[config.mk]
export PLATFORM = sky130hd
export DESIGN_NAME = gram_scheduler
export DESIGN_NICKNAME = d
export VERILOG_FILES = /design/src/rtl/gram_pkg.sv /design/src/rtl/gram_pair_rom.sv /design/src/rtl/gram_scheduler.sv
export SDC_FILE = /design/constraint.sdc
export NUM_CORES = 1
export LEC_CHECK = 0
export BUFFER_PORTS_ARGS = -buffer_cell sky130_fd_sc_hd__buf_2
export CORE_MARGIN = 1.5
export CORE_UTILIZATION = 45
export CTS_CLUSTER_DIAMETER = 40
export CTS_CLUSTER_SIZE = 12
export DETAILED_ROUTE_END_ITERATION = 8
export PLACE_DENSITY = 0.76
export REMOVE_ABC_BUFFERS = 1
export SLEW_MARGIN = 20
export SYNTH_ARGS = -nofsm -noshare
export SYNTH_HDL_FRONTEND = slang
export SYNTH_SLANG_ARGS = --single-unit
export TNS_END_PERCENT = 10
[constraint.sdc]
create_clock -name clk -period 10 [get_ports clk]
set_input_delay 2.5 -clock clk [delete_from_list [all_inputs] [get_ports clk]]
set_output_delay 2.5 -clock clk [all_outputs]
set_load 0.005 [all_outputs]
[src/rtl/gram_pkg.sv]
// Shared definitions for the Gram-matrix scheduler (B = A^T * A).
// Holds the controller state encoding, default geometry constants and the
// small index helpers used by the scheduler and its pair decoder.
package gram_pkg;

  typedef enum logic [2:0] {IDLE, LOAD, COMPUTE, FLUSH, DRAIN} state_t;

  localparam int DEF_ROWS    = 3;
  localparam int DEF_COLS    = 4;
  localparam int DEF_MAC_LAT = 1;
  localparam int DEF_IW      = 4;
  localparam int DEF_PW      = 4;

  // Number of unique entries of a symmetric cols x cols matrix.
  function automatic int npair(input int cols);
    return cols * (cols + 1) / 2;
  endfunction

  // Column-major coefficient register index of A[r][c].
  function automatic int coef_idx(input int r, input int c, input int rows);
    return c * rows + r;
  endfunction

endpackage

[src/rtl/gram_pair_rom.sv]
// Combinational decode of a pair index p into the (i, j) coordinates of the
// upper triangle of B, ordered by column j ascending and then row i = 0..j.
// Ports: p (pair index), i (row of B), j (column of B). Out-of-range p
// decodes to (0, 0); the scheduler never enables a MAC with such a p.
module gram_pair_rom
  import gram_pkg::*;
#(
  parameter int COLS = DEF_COLS,
  parameter int PW   = DEF_PW
) (
  input  logic [PW-1:0] p,
  output logic [PW-1:0] i,
  output logic [PW-1:0] j
);

  always_comb begin
    // NOTE: defaults first so every path assigns i and j; no latch is inferred.
    i = '0;
    j = '0;
    for (int c = 0; c < COLS; c++) begin
      // Column c occupies pair indices npair(c) .. npair(c) + c.
      if (int'(p) >= npair(c) && int'(p) <= npair(c) + c) begin
        j = PW'(c);
        i = PW'(int'(p) - npair(c));
      end
    end
  end

endmodule

[src/rtl/gram_scheduler.sv]
// Sequencer for the two-MAC Gram-matrix datapath.
// Ports:
//   clk, rst           clock and synchronous active-high reset
//   start              begin a job (sampled only while idle)
//   cf_valid/cf_ready  coefficient input stream
//   ld_sel             one-hot coefficient register load enable
//   mac_en, mac_clr    per-MAC operate / first-term enables
//   mac*_a/b_sel       operand register selects
//   res_we, res*_addr  result bank writes, one port per MAC
//   out_valid/ready    result stream handshake, out_sel = bank read index
//   busy, done         activity flag and one-cycle completion pulse
module gram_scheduler
  import gram_pkg::*;
#(
  parameter int ROWS    = DEF_ROWS,
  parameter int COLS    = DEF_COLS,
  parameter int MAC_LAT = DEF_MAC_LAT,
  parameter int IW      = DEF_IW,
  parameter int PW      = DEF_PW
) (
  input  logic                 clk,
  input  logic                 rst,
  input  logic                 start,
  input  logic                 cf_valid,
  output logic                 cf_ready,
  output logic [ROWS*COLS-1:0] ld_sel,
  output logic [1:0]           mac_en,
  output logic [1:0]           mac_clr,
  output logic [IW-1:0]        mac0_a_sel,
  output logic [IW-1:0]        mac0_b_sel,
  output logic [IW-1:0]        mac1_a_sel,
  output logic [IW-1:0]        mac1_b_sel,
  output logic [1:0]           res_we,
  output logic [PW-1:0]        res0_addr,
  output logic [PW-1:0]        res1_addr,
  output logic                 out_valid,
  input  logic                 out_ready,
  output logic [PW-1:0]        out_sel,
  output logic                 busy,
  output logic                 done
);

  localparam int NC    = ROWS * COLS;
  localparam int NPAIR = npair(COLS);
  localparam int NSLOT = (NPAIR + 1) / 2;
  localparam int CW    = 8;

  state_t        state;
  logic [CW-1:0] cnt;     // load count, flush count or drain count
  logic [CW-1:0] k_cnt;   // term within a dot product
  logic [CW-1:0] s_cnt;   // pair slot, one pair per MAC
  logic [PW-1:0] p0, p1;
  logic [PW-1:0] i0, j0, i1, j1;
  logic          last_term;

  assign p0        = PW'({s_cnt, 1'b0});
  assign p1        = PW'({s_cnt, 1'b1});
  assign last_term = (k_cnt == CW'(ROWS - 1));

  gram_pair_rom #(.COLS(COLS), .PW(PW)) u_rom0 (.p(p0), .i(i0), .j(j0));
  gram_pair_rom #(.COLS(COLS), .PW(PW)) u_rom1 (.p(p1), .i(i1), .j(j1));

  always_ff @(posedge clk) begin
    // NOTE: sequential state uses non-blocking assignments only.
    if (rst) begin
      state <= IDLE;
      cnt   <= '0;
      k_cnt <= '0;
      s_cnt <= '0;
      done  <= 1'b0;
    end else begin
      done <= 1'b0;
      case (state)
        IDLE: if (start) begin
          state <= LOAD;
          cnt   <= '0;
        end
        LOAD: if (cf_valid) begin
          if (cnt == CW'(NC - 1)) begin
            state <= COMPUTE;
            cnt   <= '0;
            k_cnt <= '0;
            s_cnt <= '0;
          end else begin
            cnt <= cnt + 1'b1;
          end
        end
        COMPUTE: begin
          if (last_term) begin
            k_cnt <= '0;
            if (s_cnt == CW'(NSLOT - 1)) begin
              state <= FLUSH;
              s_cnt <= '0;
              cnt   <= '0;
            end else begin
              s_cnt <= s_cnt + 1'b1;
            end
          end else begin
            k_cnt <= k_cnt + 1'b1;
          end
        end
        FLUSH: begin
          // Wait out the MAC pipeline so the final writes land before draining.
          if (cnt == CW'(MAC_LAT - 1)) begin
            state <= DRAIN;
            cnt   <= '0;
          end else begin
            cnt <= cnt + 1'b1;
          end
        end
        DRAIN: if (out_ready) begin
          if (cnt == CW'(NPAIR - 1)) begin
            state <= IDLE;
            cnt   <= '0;
            done  <= 1'b1;
          end else begin
            cnt <= cnt + 1'b1;
          end
        end
        default: state <= IDLE;
      endcase
    end
  end

  always_comb begin
    cf_ready   = (state == LOAD);
    ld_sel     = (state == LOAD && cf_valid) ? (NC'(1) << cnt) : '0;
    mac_en     = '0;
    mac_en[0]  = (state == COMPUTE) && (2 * int'(s_cnt) < NPAIR);
    mac_en[1]  = (state == COMPUTE) && (2 * int'(s_cnt) + 1 < NPAIR);
    mac_clr    = mac_en & {2{k_cnt == '0}};
    mac0_a_sel = mac_en[0] ? IW'(coef_idx(int'(k_cnt), int'(i0), ROWS)) : '0;
    mac0_b_sel = mac_en[0] ? IW'(coef_idx(int'(k_cnt), int'(j0), ROWS)) : '0;
    mac1_a_sel = mac_en[1] ? IW'(coef_idx(int'(k_cnt), int'(i1), ROWS)) : '0;
    mac1_b_sel = mac_en[1] ? IW'(coef_idx(int'(k_cnt), int'(j1), ROWS)) : '0;
    out_valid  = (state == DRAIN);
    out_sel    = out_valid ? PW'(cnt) : '0;
    busy       = (state != IDLE);
  end

  // Write delay line: {en, p} issued on each final-term cycle, MAC_LAT deep.
  logic [1:0]    we_pipe [MAC_LAT];
  logic [PW-1:0] a0_pipe [MAC_LAT];
  logic [PW-1:0] a1_pipe [MAC_LAT];

  always_ff @(posedge clk) begin
    // NOTE: this small array is reset because its enable bits drive res_we
    // directly; a wide data memory would normally be left unreset.
    if (rst) begin
      for (int n = 0; n < MAC_LAT; n++) begin
        we_pipe[n] <= '0;
        a0_pipe[n] <= '0;
        a1_pipe[n] <= '0;
      end
    end else begin
      we_pipe[0] <= mac_en & {2{last_term}};
      a0_pipe[0] <= (mac_en[0] && last_term) ? p0 : '0;
      a1_pipe[0] <= (mac_en[1] && last_term) ? p1 : '0;
      for (int n = 1; n < MAC_LAT; n++) begin
        we_pipe[n] <= we_pipe[n-1];
        a0_pipe[n] <= a0_pipe[n-1];
        a1_pipe[n] <= a1_pipe[n-1];
      end
    end
  end

  assign res_we    = we_pipe[MAC_LAT-1];
  assign res0_addr = a0_pipe[MAC_LAT-1];
  assign res1_addr = a1_pipe[MAC_LAT-1];

endmodule
======== Word level (Yosys, flattened, before mapping) ========
Memory sizes are Yosys's and may differ from the RTL's.
Index checks and enable logic that the tools add are counted.
word-level totals
  input port bits ......................... 5
  word-level logic and storage cells ...... 145
  memories kept ........................... 3
  flip-flop bits (word level) ............. 28
  bits in writable memories ............... 10
  output and inout port bits .............. 50
memories
  name     words  width  read ports  clocked after Yosys merged registers in  write ports  line                   source
  a0_pipe  1      4      1           0                                        1            gram_scheduler.sv:143  logic [PW-1:0] a0_pipe [MAC_LAT];
  a1_pipe  1      4      1           0                                        1            gram_scheduler.sv:144  logic [PW-1:0] a1_pipe [MAC_LAT];
  we_pipe  1      2      1           0                                        1            gram_scheduler.sv:142  logic [1:0] we_pipe [MAC_LAT];
operators by class
  order comparisons ....................... 16
  muxes and demuxes ....................... 57
  $add $sub $neg .......................... 14
  equal/unequal tests ..................... 16
  shift-type cells ........................ 1
  bitwise gates (word level) .............. 4
  reductions and logical operators ........ 25
  multipliers ............................. 4
operator list
  operator              number
  $mux 8                13
  $mux 4                17
  $pmux 8 s5            1
  $pmux 8 s2            2
  $add 8x1->8 const B   3
  $mux 3                8
  $add 4x4->4           4
  $eq 8x4->1 const B    2
  $logic_not 8->1       2
  $pmux 3 s5            1
  $mux 12               1
  $shl 1x8->12 const A  1
  $logic_and 1x1->1     11
  $add 9x1->10 const B  1
  $lt 10x4->1 const B   1
  $mux 2                5
  $ne 2x2->1 const B    5
  $lt 9x4->1 const B    1
  $mux 1                9
  $eq 8x2->1 const B    1
  $eq 8x3->1 const B    1
  $ge 4x1->1 const B    2
  $ge 4x2->1 const B    2
  $ge 4x3->1 const B    2
  26 further kinds      41

======== Logic depth before layout (Yosys ltp) ========
Gate-level depths: netlist of the first run.
  word-level depth ........................ 8
  mapped depth ............................ 17
  depth with buffers taken out ............ 16

======== Hierarchy ========
Synthesis of the first run repeated with hierarchy kept, for this count alone.
second synthesis, totals
  cells, all modules ...................... 428
  area, all modules ....................... 3,440.8 sq um
modules (own cells, without submodules)
  module          area each (sq um)  seq. area each (sq um)  cells an instance  instances
  gram_scheduler  2,652.5            720.7                   324                1
  gram_pair_rom   394.1              0.0                     52                 2

======== Least setup slack after synthesis of the first run ========
No wires, ideal clock.
  path type ............................... reg-to-output
  from .................................... register s_cnt[2]
  to ...................................... output mac1_a_sel[3]
  cell stages (with the launch flop) ...... 14
  data required time ...................... 7.500 ns
  data arrival time ....................... 3.813 ns
  setup slack ............................. 3.687 ns
  path buffers ............................ 0
  cell sequence ........................... dfxtp_1 > clkinv_1 > ha_1 > a21boi_2 > a221o_1 > or3b_1 > and3_1 > fa_1 > fa_1 > xor2_1 > xnor2_1 > nand3_1 > nand3_1 > nor3b_1
on the way
  word-level cells in the longest chain between the ends .. 8
  elaborated cells between the ends (all ways) .. 23
  those cells by class .................... add/sub (5); mul (1); order compare (8); mux (5); reduce/logical (4)
ends and longest elaborated chain
  element                                      line                   source
  start: declaration                           gram_scheduler.sv:51   logic [CW-1:0] s_cnt;
  start signal: assignment                     gram_scheduler.sv:96   s_cnt <= s_cnt + 1'b1;
  $le 4x1->1, or another cell as far along     gram_pair_rom.sv:22    if (int'(p) >= npair(c) && int'(p) <= npair(c) + c) begin
  $mux 4 or $logic_and 1x1->1 (tied branches)  gram_pair_rom.sv:22
  $mux 4 (3 in series)                         gram_pair_rom.sv:22
  $mul 4x2->4                                  gram_pkg.sv:21         return c * rows + r;
  $add 4x4->4                                  gram_pkg.sv:21
  $mux 4 (*)                                   gram_scheduler.sv:134  mac1_a_sel = mac_en[1] ? IW'(coef_idx(int'(k_cnt), int'(i1), ROWS)) : '0;
  end: declaration                             gram_scheduler.sv:31   output logic [IW-1:0] mac1_a_sel,
Mark *: on every way between the ends. The rest lies on a longest branch, timed or not.

======== Worst setup path in the final report of the first run ========
Same ends and word-level chain as after synthesis.

==> reports/qor.yml, run 1 <==
status: "completed"
drv_slew: 0
grt_pass1_wl_um: 11700
clock-root-buffer: "clkbuf_8"
synthFlopType: "dfxtp_1"
diodes: 0
vias: 2837
clock_latency_ns: 0.28
io_buffer_count: 53
final_cell_count_no_fill: 510
wire_per_inst_um: 13.6
multi_input_area_mm2: 0.00216
area_growth_pct: 10.7
critPathMaxFanout: 17
relSlewSlack_pct: 49.9
p_leak_nw: 1.51
die_y_um: 86.0
cp.arrival_ns: 4.97
num_rows: 30
post_cts_resized: 0
ys.warnings.count: 0
pin_count: 55
async_reset_ff_share_pct: 0
fin_crit_ns: 7.47
timing.fmax_mhz: 134
yosysSeqAreaShare_pct: 23.2
drive_gt1_share_pct: 18.4
initialDrtViolationCount: 182
grt_pass1_vias: 2556
cts_buffers: 5
skew_ns: 0.00714
p_per_area_mw_per_mm2: 78.9
period_share_pct: 74.7
drtAntennaViolNets: 0
critPathRequiredTime_ns: 7.50
cts_hold_buf: 0
numClockSinks: 36
synthTopCellsByArea: "dfxtp_1 (23%), ha_1 (11%), nor2_1 (5.7%), fa_1 (5.2%), nand2_1 (4.8%)"
overflow: 0
vdd_drop_max_uv: 37.1
rsz0062_at_grt: "false"
syn_area_mm2: 0.00310
tns_ns: 0
postCtsSetupRepairBufs: 0
worst-r2r-cell-count: 8
grt_usage_pct: 19.3
setup_viol: 0
fillers: 656
tightestPinTransition_ns: 0.747
drv_cap: 0
clockBufferDepth: 2
syn-instance-count: 389
endpoint_kind: "output port"
dieArea_mm2: 0.00740
p_int_mw: 0.208
hold_viol_final: 0
p_sw_share_pct: 23.2
start_util_pct: 46.1
synth_seq_cells: 36
path_clk_slew_ns: 0.07
synth_edf_count: 0
routed_wl_um: 6940
gp_congestion: 0.862
layout.nets: 470
hold_class: "reg2reg"
core_area_mm2: 0.00672
grt_antenna_before_repair: 0
startpoint_type: "flop"
placedCellCount: 502
seq_area_um2: 721
p_switching_mw: 0.0629
fin_util_pct: 51.1
hpwlAfterDp_um: 5200
p_comb_share_pct: 7.3
drtPass1Iterations: 4
avgViaCountPerCell: 5.56
tritoncts: "yes"
clkPwrFrac_pct: 38.5
htreeDepth: 2
syn_area_per_cell_um2: 7.97
drc_errors: 0
crit_type: "reg2out"
synth_area_leader_cell: "dfxtp_1"
grt_max_degree: 30
whs_path_depth: 2
yosys.area.top_type_share_pct: 23.2
ys_types: 66
die_w_um: 86.0
p_seq_share_pct: 54.2
==> cells in the final DEF (no fill, tap or decap), types with 3 or more instances in the layout <==
cell type / synthesis / layout
and3_1: 13 / 13
a21oi_1: 18 / 18
ha_1: 28 / 28
nand2_1: 40 / 40
inv_1: 23 / 23
nor4_1: 8 / 8
a31oi_1: 7 / 7
buf_2: 1 / 53
nor3_1: 12 / 12
nand3b_1: 11 / 11
o211ai_1: 3 / 3
clkbuf_8: 0 / 6
or3_1: 3 / 3
dfxtp_1: 36 / 36
nand4_1: 7 / 7
nor2_1: 47 / 47
mux2i_1: 4 / 4
nand2b_1: 6 / 6
a211oi_1: 3 / 3
nand3_1: 9 / 9
xnor2_1: 10 / 10
nor3b_1: 5 / 5
xor2_1: 7 / 7
o21ai_0: 11 / 11
fa_1: 8 / 8
and2_1: 9 / 9
==> worst max-delay path, cell delays in order (launching register included) <==
cell and delay (ns):
dfxtp_1 0.66, clkinv_1 0.45, ha_1 0.39, a21boi_2 0.23, a221o_1 0.46, or3b_1 0.38
and3_1 0.21, fa_1 0.47, fa_1 0.45, xor2_1 0.17, xnor2_1 0.22, nand3_1 0.14
nand3_1 0.10, nor3b_1 0.19, buf_2 0.15
==> layout make-up <==
type | instances | share of cell area [%]
multi-input combinational | 309 | 63.1
inverter | 24 | 2.63
sequential | 36 | 21.0
tap | 80 | 2.92
timing repair buffer | 53 | 7.73
clock buffer | 8 | 2.63
==> flip-flops by register name (all words and copies together) (netlist names) <==
name	cells
a0_pipe	3
a1_pipe	4
cnt	8
done	1
k_cnt	8
s_cnt	8
state	3
we_pipe	1
==> cell families after synthesis <==
group | share of synthesized area (%)
AO/OA/AOI/OAI | 13.8
XOR/XNOR | 4.80
adder cells (fa/ha/maj) | 16.5
buffers and inverters | 6.94
flip-flops | 23.2
multiplexers | 1.65
other | 0.121
AND/OR/NAND/NOR | 33.0
==> stage by stage <==
step	total power [mW]	worst slack, ns	hold slack, ns	area [µm²]
after detailed placement	0.170	2.88	0.492	3340
final	0.271	2.53	0.502	3430
after global placement	0.169	3.06	0.472	3340
after CTS	0.275	2.55	0.502	3430
after global routing	0.282	2.21	0.528	3430
after floorplan	0.163	3.45	0.448	2980
==> path summary, 6_finish.rpt <==
path / endpoint / slack, ns / startpoint
worst max-delay path: mac1_a_sel[3] / 2.53 / s_cnt[2]$_SDFFE_PP0P_
worst min-delay path: s_cnt[7]$_SDFFE_PP0P_ / 0.50 / s_cnt[7]$_SDFFE_PP0P_
worst max register to register: cnt[3]$_SDFFE_PP0P_ / 7.36 / s_cnt[0]$_SDFFE_PP0P_
worst min register to register: s_cnt[7]$_SDFFE_PP0P_ / 0.50 / s_cnt[7]$_SDFFE_PP0P_
==> cell usage after synthesis (all sizes together), types with 4 or more instances <==
| cell type | count |
|---|---|
| nand3b | 11 |
| nor4 | 10 |
| fa | 8 |
| inv | 23 |
| clkbuf | 11 |
| dfxtp | 36 |
| o21ai | 13 |
| nor3b | 5 |
| ha | 28 |
| nor2 | 49 |
| and3 | 14 |
| nand2b | 6 |
| and2 | 10 |
| mux2i | 4 |
| nand3 | 9 |
| xnor2 | 10 |
| a31oi | 7 |
| xor2 | 7 |
| a211oi | 4 |
| nor3 | 12 |
| nand4 | 7 |
| a21oi | 18 |
| buf | 7 |
| nand2 | 40 |
==> power by group through the flow <==
stage                     Combinational, mW  Sequential, mW  Clock [mW]
after floorplan                      0.0135           0.149           0
after global placement               0.0195           0.150           0
after detailed placement             0.0198           0.150           0
after CTS                            0.0199           0.147       0.108
after global routing                 0.0224           0.147       0.113
final                                0.0199           0.147       0.104
==> per-layer routing <==
layer  GRT usage, %  routed length (µm)
met5              0                   0
met3           3.08                 304
met2           32.8                3390
met4           6.74                  91
met1           24.8                3160
Power figures use the tool's default switching activity.
==> run 2: changes to the inputs <==
--- a/config.mk
+++ b/config.mk
@@ -5,6 +5,7 @@
 export SDC_FILE = /design/constraint.sdc
 export NUM_CORES = 1
 export LEC_CHECK = 0
+export ABC_AREA = 1
 export BUFFER_PORTS_ARGS = -buffer_cell sky130_fd_sc_hd__buf_2
 export CORE_MARGIN = 1.5
 export CORE_UTILIZATION = 45
==> constraint.sdc (replaced) <==
create_clock -name clk -period 7.8 [get_ports clk]
set_input_delay 1.95 -clock clk [delete_from_list [all_inputs] [get_ports clk]]
set_output_delay 1.95 -clock clk [all_outputs]
set_load 0.005 [all_outputs]
==> reports/qor.yml, run 2 <==
p_seq_share_pct: 26.6  # -28 points
dieArea_mm2: 0.00780  # +5.5%
drtPass1Iterations: 5  # +1
p_switching_mw: 0.354  # +460%
period_share_pct: 72.0
clock_latency_ns: 0.29  # about the same
clkPwrFrac_pct: 22.7  # -16 points
cp.arrival_ns: 3.67  # -1.30 ns
grt_usage_pct: 21.3  # +2.0 points
endpoint_kind: "output port"
critPathMaxFanout: 14  # -3
yosys.area.top_type_share_pct: 22.0  # -1.3 points
hold_class: "reg2reg"
critPathRequiredTime_ns: 5.85  # -1.65 ns
final_common_cell: "nand2_1"
fin_crit_ns: 5.62
vdd_drop_max_uv: 132  # +260%
setup_viol: 0  # unchanged
synth_area_leader_cell: "dfxtp_1"
reg2reg_from: "s_cnt[1]$_SDFFE_PP0P_"
grt_antenna_before_repair: 0  # unchanged
htreeDepth: 2  # unchanged
drc_errors: 0  # unchanged
skew_ns: 0.00274  # -0.00440 ns
post_cts_resized: 0  # unchanged
grt_pass1_vias: 2942  # +15%
synthTopCellsByArea: "dfxtp_1 (22%), nand2_1 (14%), ha_1 (11%), nor2_1 (8.6%), inv_1 (7.6%)"
cts_hold_buf: 0  # unchanged
grt_pass1_wl_um: 13300  # +14%
drv_slew: 0  # unchanged
p_leak_nw: 1.82  # +20%
tns_ns: 0  # unchanged
drtAntennaViolNets: 0  # unchanged
avgViaCountPerCell: 5.04  # -9.4%
syn_area_mm2: 0.00328  # +5.7%
timing.fmax_mhz: 178
grt_max_degree: 15  # -50%
drv_cap: 0  # unchanged
num_rows: 30  # unchanged
path_clk_slew_ns: 0.07  # about the same
pin_count: 55  # unchanged
numClockSinks: 36  # unchanged
ys.warnings.count: 0  # unchanged
gp_congestion: 0.922  # +7.0%
layout_common_cells: "nand2_1 (118), nor2_1 (75), inv_1 (66)"
area_growth_pct: 14.3
die_y_um: 88.3  # +2.7%
routed_wl_um: 7860  # +13%
hold_viol_final: 0  # unchanged
start_util_pct: 47.4  # +1.3 points
hold_start: "cnt[7]$_SDFFE_PP0P_"
ys_types: 41  # -38%
status: "completed"
overflow: 0  # unchanged
syn_area_per_cell_um2: 6.61  # -17%
cp-startpoint: "s_cnt[2]$_SDFFE_PP0P_"
tritoncts: "yes"
reg.largest.list: "cnt: 8 flops, k_cnt: 8 flops, s_cnt: 8 flops"
p_per_area_mw_per_mm2: 213  # +170%
rsz0062_at_grt: "false"
p_int_mw: 0.445  # +110%
vias: 3257  # +15%
synth_most_common_cell: "nand2_1"
synthFlopType: "dfxtp_1"
synthTopCellsByCount: "nand2_1 (118), nor2_1 (75), inv_1 (66)"
synth_edf_count: 0  # unchanged
tightestPinTransition_ns: 0.506  # -0.241 ns
drive_gt1_share_pct: 18.4  # about the same
yosysSeqAreaShare_pct: 22.0  # -1.3 points
startpoint_type: "flop"
core_area_mm2: 0.00691  # +2.8%
clock-root-buffer: "clkbuf_8"
synth_seq_cells: 36  # unchanged
postCtsSetupRepairBufs: 0  # unchanged
die_w_um: 88.3  # +2.7%
relSlewSlack_pct: 66.2  # +16 points
crit_type: "reg2out"
clockBufferDepth: 2  # unchanged
diodes: 0  # unchanged
fin_util_pct: 54.2  # +3.2 points
hpwlAfterDp_um: 6080  # +17%
io_buffer_count: 53  # unchanged
layout.nets: 590  # +26%
async_reset_ff_share_pct: 0  # unchanged
p_sw_share_pct: 44.3  # +21 points
cts_buffers: 5  # unchanged
p_comb_share_pct: 50.7  # +43 points
initialDrtViolationCount: 178  # -2.2%
syn-instance-count: 496  # +28%
wire_per_inst_um: 12.2  # -11%
run 2: changes by cell type after synthesis, sizes merged, moves of 6 or more:
cell    change
nor2       +34
nand3      +25
and2       -10
nand3b      -7
clkbuf     -10
nand4      +10
nand2b      -6
nor4        -7
nand2      +85
and3       -14
inv        +56
run 2: cell families after synthesis:
family | after synthesis | share of synthesized area (%)
AOI/OAI and AO/OA | 45 | 8.02
xor gates and xnor gates | 12 | 3.21
adders and majority gates | 36 | 15.6
buffers and inverters | 88 | 10.8
DFF | 36 | 22.0
other | 1 | 0.114
and+or+nand+nor | 278 | 40.2
run 2: routing by layer:
layer / vias up / global-route usage, % / wire [µm]
met5: - / 0 / 0
met4: 0 / 9.23 / 142
met3: 12 / 3.45 / 350
met2: 78 / 33.3 / 3720
met1: 1494 / 29.0 / 3650
li1: 1673 / - / -
run 2: cell type report:
cell class	count	area, µm²
clock buffer	7	96.3
clock inverter	1	30.0
fill	700	3160
inverter	81	312
multi-input combinational	372	2200
sequential	36	721
tap	96	120
timing repair buffer	53	265
run 2: metrics by stage:
| step | power [mW] | instances | hold slack, ns | area (µm²) | worst slack [ns] |
|---|---|---|---|---|---|
| 3_3_place_gp | 0.609 | 638 | 0.471 | 3620 | 2.66 |
| 4_1_cts | 0.802 | 646 | 0.489 | 3740 | 2.17 |
| 2_1_floorplan | 0.515 | 489 | 0.447 | 3230 | 2.96 |
| 5_1_grt | 0.872 | 646 | 0.525 | 3740 | 1.75 |
| 6_report | 0.799 | 646 | 0.489 | 3740 | 2.18 |
| 3_5_place_dp | 0.618 | 638 | 0.476 | 3620 | 2.51 |
run 2: power groups by stage:
stage | clock, mW | combinational (mW) | sequential [mW]
finish | 0.181 | 0.405 | 0.213
global route | 0.196 | 0.461 | 0.214
CTS | 0.185 | 0.405 | 0.212
detailed placement | 0 | 0.401 | 0.217
global placement | 0 | 0.393 | 0.216
floorplan | 0 | 0.303 | 0.212
run 2: final timing paths:
check | to | slack, ns | cells past startpoint
setup / recovery | mac0_a_sel[3] | 2.18 | 18
setup reg to reg | a1_pipe[0][2]$_SDFF_PP0_ | 5.90 | 7
hold / removal | cnt[7]$_SDFFE_PP0P_ | 0.49 | 2
hold reg to reg | cnt[7]$_SDFFE_PP0P_ | 0.49 | 2
run 2: critical path, stage by stage, from the launching register on:
cell	delay [ns]
dfxtp_1	0.49
inv_2	0.19
ha_1	0.24
nand2_1	0.16
nand2_1	0.12
o21ai_0	0.33
nand2_1	0.08
o21ai_0	0.08
inv_1	0.10
fa_1	0.51
ha_1	0.14
inv_1	0.05
fa_1	0.38
inv_1	0.07
nand3_1	0.07
nand2_1	0.09
nor2_1	0.05
nor2_1	0.10
buf_2	0.11
